--- config.mk ---
export PLATFORM = sky130hd
export DESIGN_NAME = dev_bridge
export DESIGN_NICKNAME = d
export VERILOG_FILES = /design/src/rtl/dev_bridge.sv
export SDC_FILE = /design/constraint.sdc
export NUM_CORES = 1
export LEC_CHECK = 0
export BUFFER_PORTS_ARGS = -buffer_cell sky130_fd_sc_hd__buf_2
export CORE_MARGIN = 5
export CORE_UTILIZATION = 35
export CTS_CLUSTER_DIAMETER = 60
export DETAILED_ROUTE_END_ITERATION = 7
export PLACE_DENSITY_LB_ADDON = 0.12
export SYNTH_ARGS = -nofsm -noshare
export SYNTH_HDL_FRONTEND = slang
export SYNTH_SLANG_ARGS = --single-unit
--- constraint.sdc ---
create_clock -name clk -period 2.8 [get_ports clk]
set_clock_uncertainty 0.05 [all_clocks]
set_input_delay 0 -clock clk [delete_from_list [all_inputs] [get_ports clk]]
set_output_delay 0 -clock clk [all_outputs]
set_load 0.005 [all_outputs]
--- src/rtl/dev_bridge.sv ---
// CPU-to-peripheral bridge: decodes CPU accesses into 4-word device register
// accesses with a registered ack/err response, and masks peripheral interrupts.
module dev_bridge #(
   parameter logic [31:0] DEV0_BASE = 32'h0000_7F00,
   parameter logic [31:0] DEV1_BASE = 32'h0000_7F10,
   parameter logic [31:0] BRG_BASE  = 32'h0000_7F20
) (
   input  logic        clk,
   input  logic        rst,
   input  logic        cpu_req,
   input  logic        cpu_we,
   input  logic [31:0] cpu_addr,
   input  logic [31:0] cpu_wdata,
   output logic [31:0] cpu_rdata,
   output logic        cpu_ack,
   output logic        cpu_err,
   output logic [1:0]  dev_addr,
   output logic [31:0] dev_wdata,
   output logic        dev0_we,
   output logic        dev1_we,
   input  logic [31:0] dev0_rdata,
   input  logic [31:0] dev1_rdata,
   input  logic [1:0]  irq_in,
   output logic [1:0]  hwint
);

   typedef enum logic [1:0] {IDLE, ACCESS, RESP} state_t;
   typedef enum logic [1:0] {SEL_NONE, SEL_DEV0, SEL_DEV1, SEL_BRG} sel_t;

   state_t      state;
   sel_t        sel_d;
   sel_t        sel_q;
   logic        bad_d;
   logic        we_q;
   logic [1:0]  mask;
   logic [31:0] brg_rdata;

   always_comb begin
      sel_d = SEL_NONE;
      if (cpu_addr[31:4] == DEV0_BASE[31:4])
         sel_d = SEL_DEV0;
      else if (cpu_addr[31:4] == DEV1_BASE[31:4])
         sel_d = SEL_DEV1;
      else if (cpu_addr[31:4] == BRG_BASE[31:4])
         sel_d = SEL_BRG;
      bad_d = (cpu_addr[1:0] != 2'b00) || (sel_d == SEL_NONE);
   end

   always_comb begin
      brg_rdata = '0;
      case (dev_addr)
         2'd0:    brg_rdata = {30'd0, mask};
         2'd1:    brg_rdata = {30'd0, irq_in};
         default: brg_rdata = '0;
      endcase
   end

   always_ff @(posedge clk or posedge rst) begin
      if (rst) begin
         state     <= IDLE;
         sel_q     <= SEL_NONE;
         we_q      <= 1'b0;
         cpu_ack   <= 1'b0;
         cpu_err   <= 1'b0;
         cpu_rdata <= '0;
         dev0_we   <= 1'b0;
         dev1_we   <= 1'b0;
         dev_addr  <= '0;
         dev_wdata <= '0;
         mask      <= 2'b11;
         hwint     <= '0;
      end else begin
         hwint   <= irq_in & mask;
         cpu_ack <= 1'b0;
         dev0_we <= 1'b0;
         dev1_we <= 1'b0;
         case (state)
            IDLE: begin
               if (cpu_req) begin
                  we_q      <= cpu_we;
                  dev_addr  <= cpu_addr[3:2];
                  dev_wdata <= cpu_wdata;
                  sel_q     <= sel_d;
                  cpu_err   <= bad_d;
                  if (bad_d) begin
                     // Errors skip ACCESS entirely, so no strobe can be issued.
                     state     <= RESP;
                     cpu_ack   <= 1'b1;
                     cpu_rdata <= '0;
                  end else begin
                     state   <= ACCESS;
                     dev0_we <= cpu_we && (sel_d == SEL_DEV0);
                     dev1_we <= cpu_we && (sel_d == SEL_DEV1);
                  end
               end
            end
            ACCESS: begin
               state   <= RESP;
               cpu_ack <= 1'b1;
               if (we_q) begin
                  cpu_rdata <= '0;
                  if (sel_q == SEL_BRG && dev_addr == 2'd0)
                     mask <= dev_wdata[1:0];
               end else begin
                  case (sel_q)
                     SEL_DEV0: cpu_rdata <= dev0_rdata;
                     SEL_DEV1: cpu_rdata <= dev1_rdata;
                     SEL_BRG:  cpu_rdata <= brg_rdata;
                     default:  cpu_rdata <= '0;
                  endcase
               end
            end
            RESP: begin
               state <= IDLE;
            end
            default: begin
               state <= IDLE;
            end
         endcase
      end
   end

endmodule
==> summary by stage <==
Yosys
The post-synthesis instance area is 0.003610 mm2. The average cell area after synthesis is 9.352 um2. In the synthesized netlist the dominant register cell turns out to be sky130_fd_sc_hd__dfrtp_1. In this run, synthesis produced a sequential element count of 79.

The distinct cell type count of the synthesized netlist is 34. The number of nets handed over by synthesis was 520. The gate count after technology mapping is 386.

The Yosys step of the flow raised 0 warnings. The sequential-to-total area share from yosys stat is 54.84%. The fraction of synthesis flops using an asynchronous set or reset pin is 100.0%.

In this run, synthesis inferred 0 flip-flops with an integrated enable.

Placement
The placed wire-length estimate after detailed placement is 7649 um. During placement, the flow inserted port buffers numbering 205. Once placement completed, the tool counted placed cells totaling 710. The congestion estimate from routability-driven global placement came to 0.7544.

Drt
The post-detailed-routing wire length is 11650 um. Dividing the detail-routed wire length by the instance count gives 14.05 um. For this block, the initial DRC count from the detailed router was 187.

The DRC violation count after routing is 0. The number of search-and-repair iterations in the first detailed-routing pass is 5. Using the TritonRoute via totals, the vias-per-cell ratio works out to 4.667. The total via count after detailed routing is 3869. The post-detailed-route count of antenna-violating nets is 0.

Setup path
STA puts the critical path data required time at 2970 ps. The worst register-to-register path has a depth of 6. The worst flop-to-flop path startpoint is sel_q[1].

The critical path launch point type is a flop. STA classifies the critical path endpoint as a flop. The critical path in this run is classified as flop to flop.

STA puts the critical path data arrival time at 2260 ps. The critical path startpoint is sel_q[1]. The peak fanout along the critical path is 32.

Min path
The startpoint identified for the worst hold timing path is dev0_rdata[1]. The worst hold path was traced through 4 stages. The worst hold path class is input port to flop.

Timing
Setup repair after global routing left no endpoint under its margin. Setup violations remaining at the end of the flow were counted as 0. Headroom to the max-slew limit came out at 25.92%.

Derived from the worst setup path, the maximum achievable clock frequency is 0.4778 GHz. The worst path uses 74.75% of the clock period. For the final routed database, the setup TNS stands at 0 ps. The number of pins exceeding their max-slew limit in the final report is 0. The slew at the pin closest to its max-slew limit is 1111 ps. The final hold violation count is 0.

The routed design could run at a clock period as short as 2093 ps.

Clock network
At the later pin of the worst-skew pair, clock insertion delay measures 340 ps. After clock tree synthesis, the clock-pin slew on the worst setup and hold paths is 80 ps. The deepest clock path buffer count is 2.

Hold repair after CTS inserted 103 buffers. The number of H-tree branching levels is 3. The clock tree from TritonCTS is built.

Buffers inserted during clock tree synthesis total 9. The setup fix buffers added after clock tree synthesis is 0. The buffer type at the clock tree root is sky130_fd_sc_hd__clkbuf_8. CTS saw 79 sinks. The number of gates given a new drive strength after cts is 0.

Global routing
The via count of the first global-routing pass is 4025. After global routing the overflow that remains totals 0. The global router's overall resource usage is 18.84%. Entering global routing, the biggest net connects 65 pins. The number of antenna violations at the first check in global routing is 0. The first global-routing pass estimated 19490 um of wire.

Cells and area
The filler cells instantiated in the layout total 908. The finished layout holds 829 standard cells, fillers aside. The repair_antennas step left the layout with diodes totalling 0. The top cell types in the final layout, fill and taps aside, are sky130_fd_sc_hd__buf_2 (205), sky130_fd_sc_hd__nand2_1 (116), sky130_fd_sc_hd__dlygate4sd3_1 (103). The area growth from synthesis to layout is 67.14%. Leaving out fill and tap cells, the most frequent cell in the layout is sky130_fd_sc_hd__buf_2.

The fraction of final layout cells with drive strength greater than 1 is 34.92%. The count of nets after finishing is 822.

Die
The die covers 0.01244 mm2. The count of standard-cell rows is 37. Measured along the x axis, the die boundary spans 111.6 um. The number of top-level pins is 206.

The initial utilization of the core area, before any placement, comes to 35.44%. The vertical extent of the die is 111.6 um. The floorplan step defined a core boundary enclosing 0.01018 mm2.

Power and ir drop
The overall power after layout is 2.563 mW. The static power due to leakage is 3.145 nW. Dividing total power by cell area gives a power density of 424.8 mW/mm2. The worst vdd rail ir drop is 0.2581 mV.

Status
The run finished with clean final reports.

Flow run
The count of max-cap constraint violations is 0.
-- kinds of logic (layout without fill, tap and decap cells) --
kind of cell           Yosys count  after routing  synth area share [%]
AND/OR/NAND/NOR                145            145                 17.78
AO/OA/AOI/OAI                  100            100                 19.72
flip-flops                      79             79                 54.84
buffers and inverters           56            363                 5.927
multiplexers                     5              5                 1.490
XOR/XNOR                         1              1                0.2427
-- layer usage --
layer / track usage (%) / part of all wire, % / vias up
met5: 0 / 0 / -
met4: 5.596 / 0.79 / 0
met3: 5.978 / 8.0 / 8
met2: 31.60 / 49 / 141
met1: 23.34 / 43 / 1804
li1: - / - / 1916
-- through the flow --
step	cell area [um2]	hold WS (ps)	utilization (%)	worst slack, ps
2_1_floorplan	3610	21.08	-	729.9
4_1_cts	6033	8.570	59.24	675.2
3_5_place_dp	4781	142.8	46.94	1032
6_report	6033	12.98	59.24	706.9
5_1_grt	6033	44.87	59.24	605.5
3_3_place_gp	4781	137.8	46.94	1040
-- cell usage after synthesis (2+ instances only) --
library cell	number	area share, %
sky130_fd_sc_hd__a22oi_1	30	6.2
sky130_fd_sc_hd__buf_1	2	0.21
sky130_fd_sc_hd__or4_1	3	0.62
sky130_fd_sc_hd__mux2i_1	2	0.55
sky130_fd_sc_hd__nor3_1	2	0.28
sky130_fd_sc_hd__inv_1	31	3.2
sky130_fd_sc_hd__dfstp_2	2	1.5
sky130_fd_sc_hd__o211ai_1	2	0.42
sky130_fd_sc_hd__o21ai_0	2	0.28
sky130_fd_sc_hd__nand2_1	116	12
sky130_fd_sc_hd__buf_2	3	0.42
sky130_fd_sc_hd__a22o_1	32	7.8
sky130_fd_sc_hd__o31ai_1	2	0.42
sky130_fd_sc_hd__mux2_2	3	0.94
sky130_fd_sc_hd__nor2_1	6	0.62
sky130_fd_sc_hd__o21ai_1	30	4.2
sky130_fd_sc_hd__dfrtp_1	77	53
sky130_fd_sc_hd__nor2b_1	4	0.69
sky130_fd_sc_hd__clkbuf_1	20	2.1
sky130_fd_sc_hd__and2_1	3	0.52
-- layout make-up --
type	instances	area, um2	share of cell area, %
Clock buffer	10	127.6	2.115
Clock inverter	6	93.84	1.555
Inverter	31	117.6	1.949
Multi-Input combinational cell	251	1428	23.66
Sequential cell	79	1979	32.81
Tap cell	136	170.2	2.820
Timing Repair Buffer	316	2117	35.09
-- critical path, cell delays in order, from the launching register on --
cell and delay [ps]:
sky130_fd_sc_hd__dfrtp_1 410, sky130_fd_sc_hd__nor2b_2 160, sky130_fd_sc_hd__buf_4 240, sky130_fd_sc_hd__a22o_1 280, sky130_fd_sc_hd__dlygate4sd3_1 580, sky130_fd_sc_hd__a22oi_1 150
sky130_fd_sc_hd__o21ai_1 90
-- sequential cells by signal, indices dropped and copies added, names as in the netlist --
name       cells
cpu_rdata     32
dev_wdata     32
dev_addr       2
hwint          2
mask           2
sel_q          2
state          2
cpu_ack        1
cpu_err        1
dev0_we        1
dev1_we        1
we_q           1
-- where the power goes --
group	internal [mW]	total, mW	switching [mW]
combinational	0.215	0.385	0.171
sequential	1.21	1.25	0.0412
clock	0.509	0.929	0.420
-- final timing paths --
check	end	slack [ps]
worst min register to register	dev_wdata[27]	420
worst min-delay path	cpu_rdata[1]	10
min in group asynchronous	dev_wdata[29]	390
max in group asynchronous	dev_wdata[26]	1470
worst max-delay path	cpu_rdata[11]	710
worst max register to register	cpu_rdata[11]	710
Note: power is estimated with default switching activity, not from simulation.
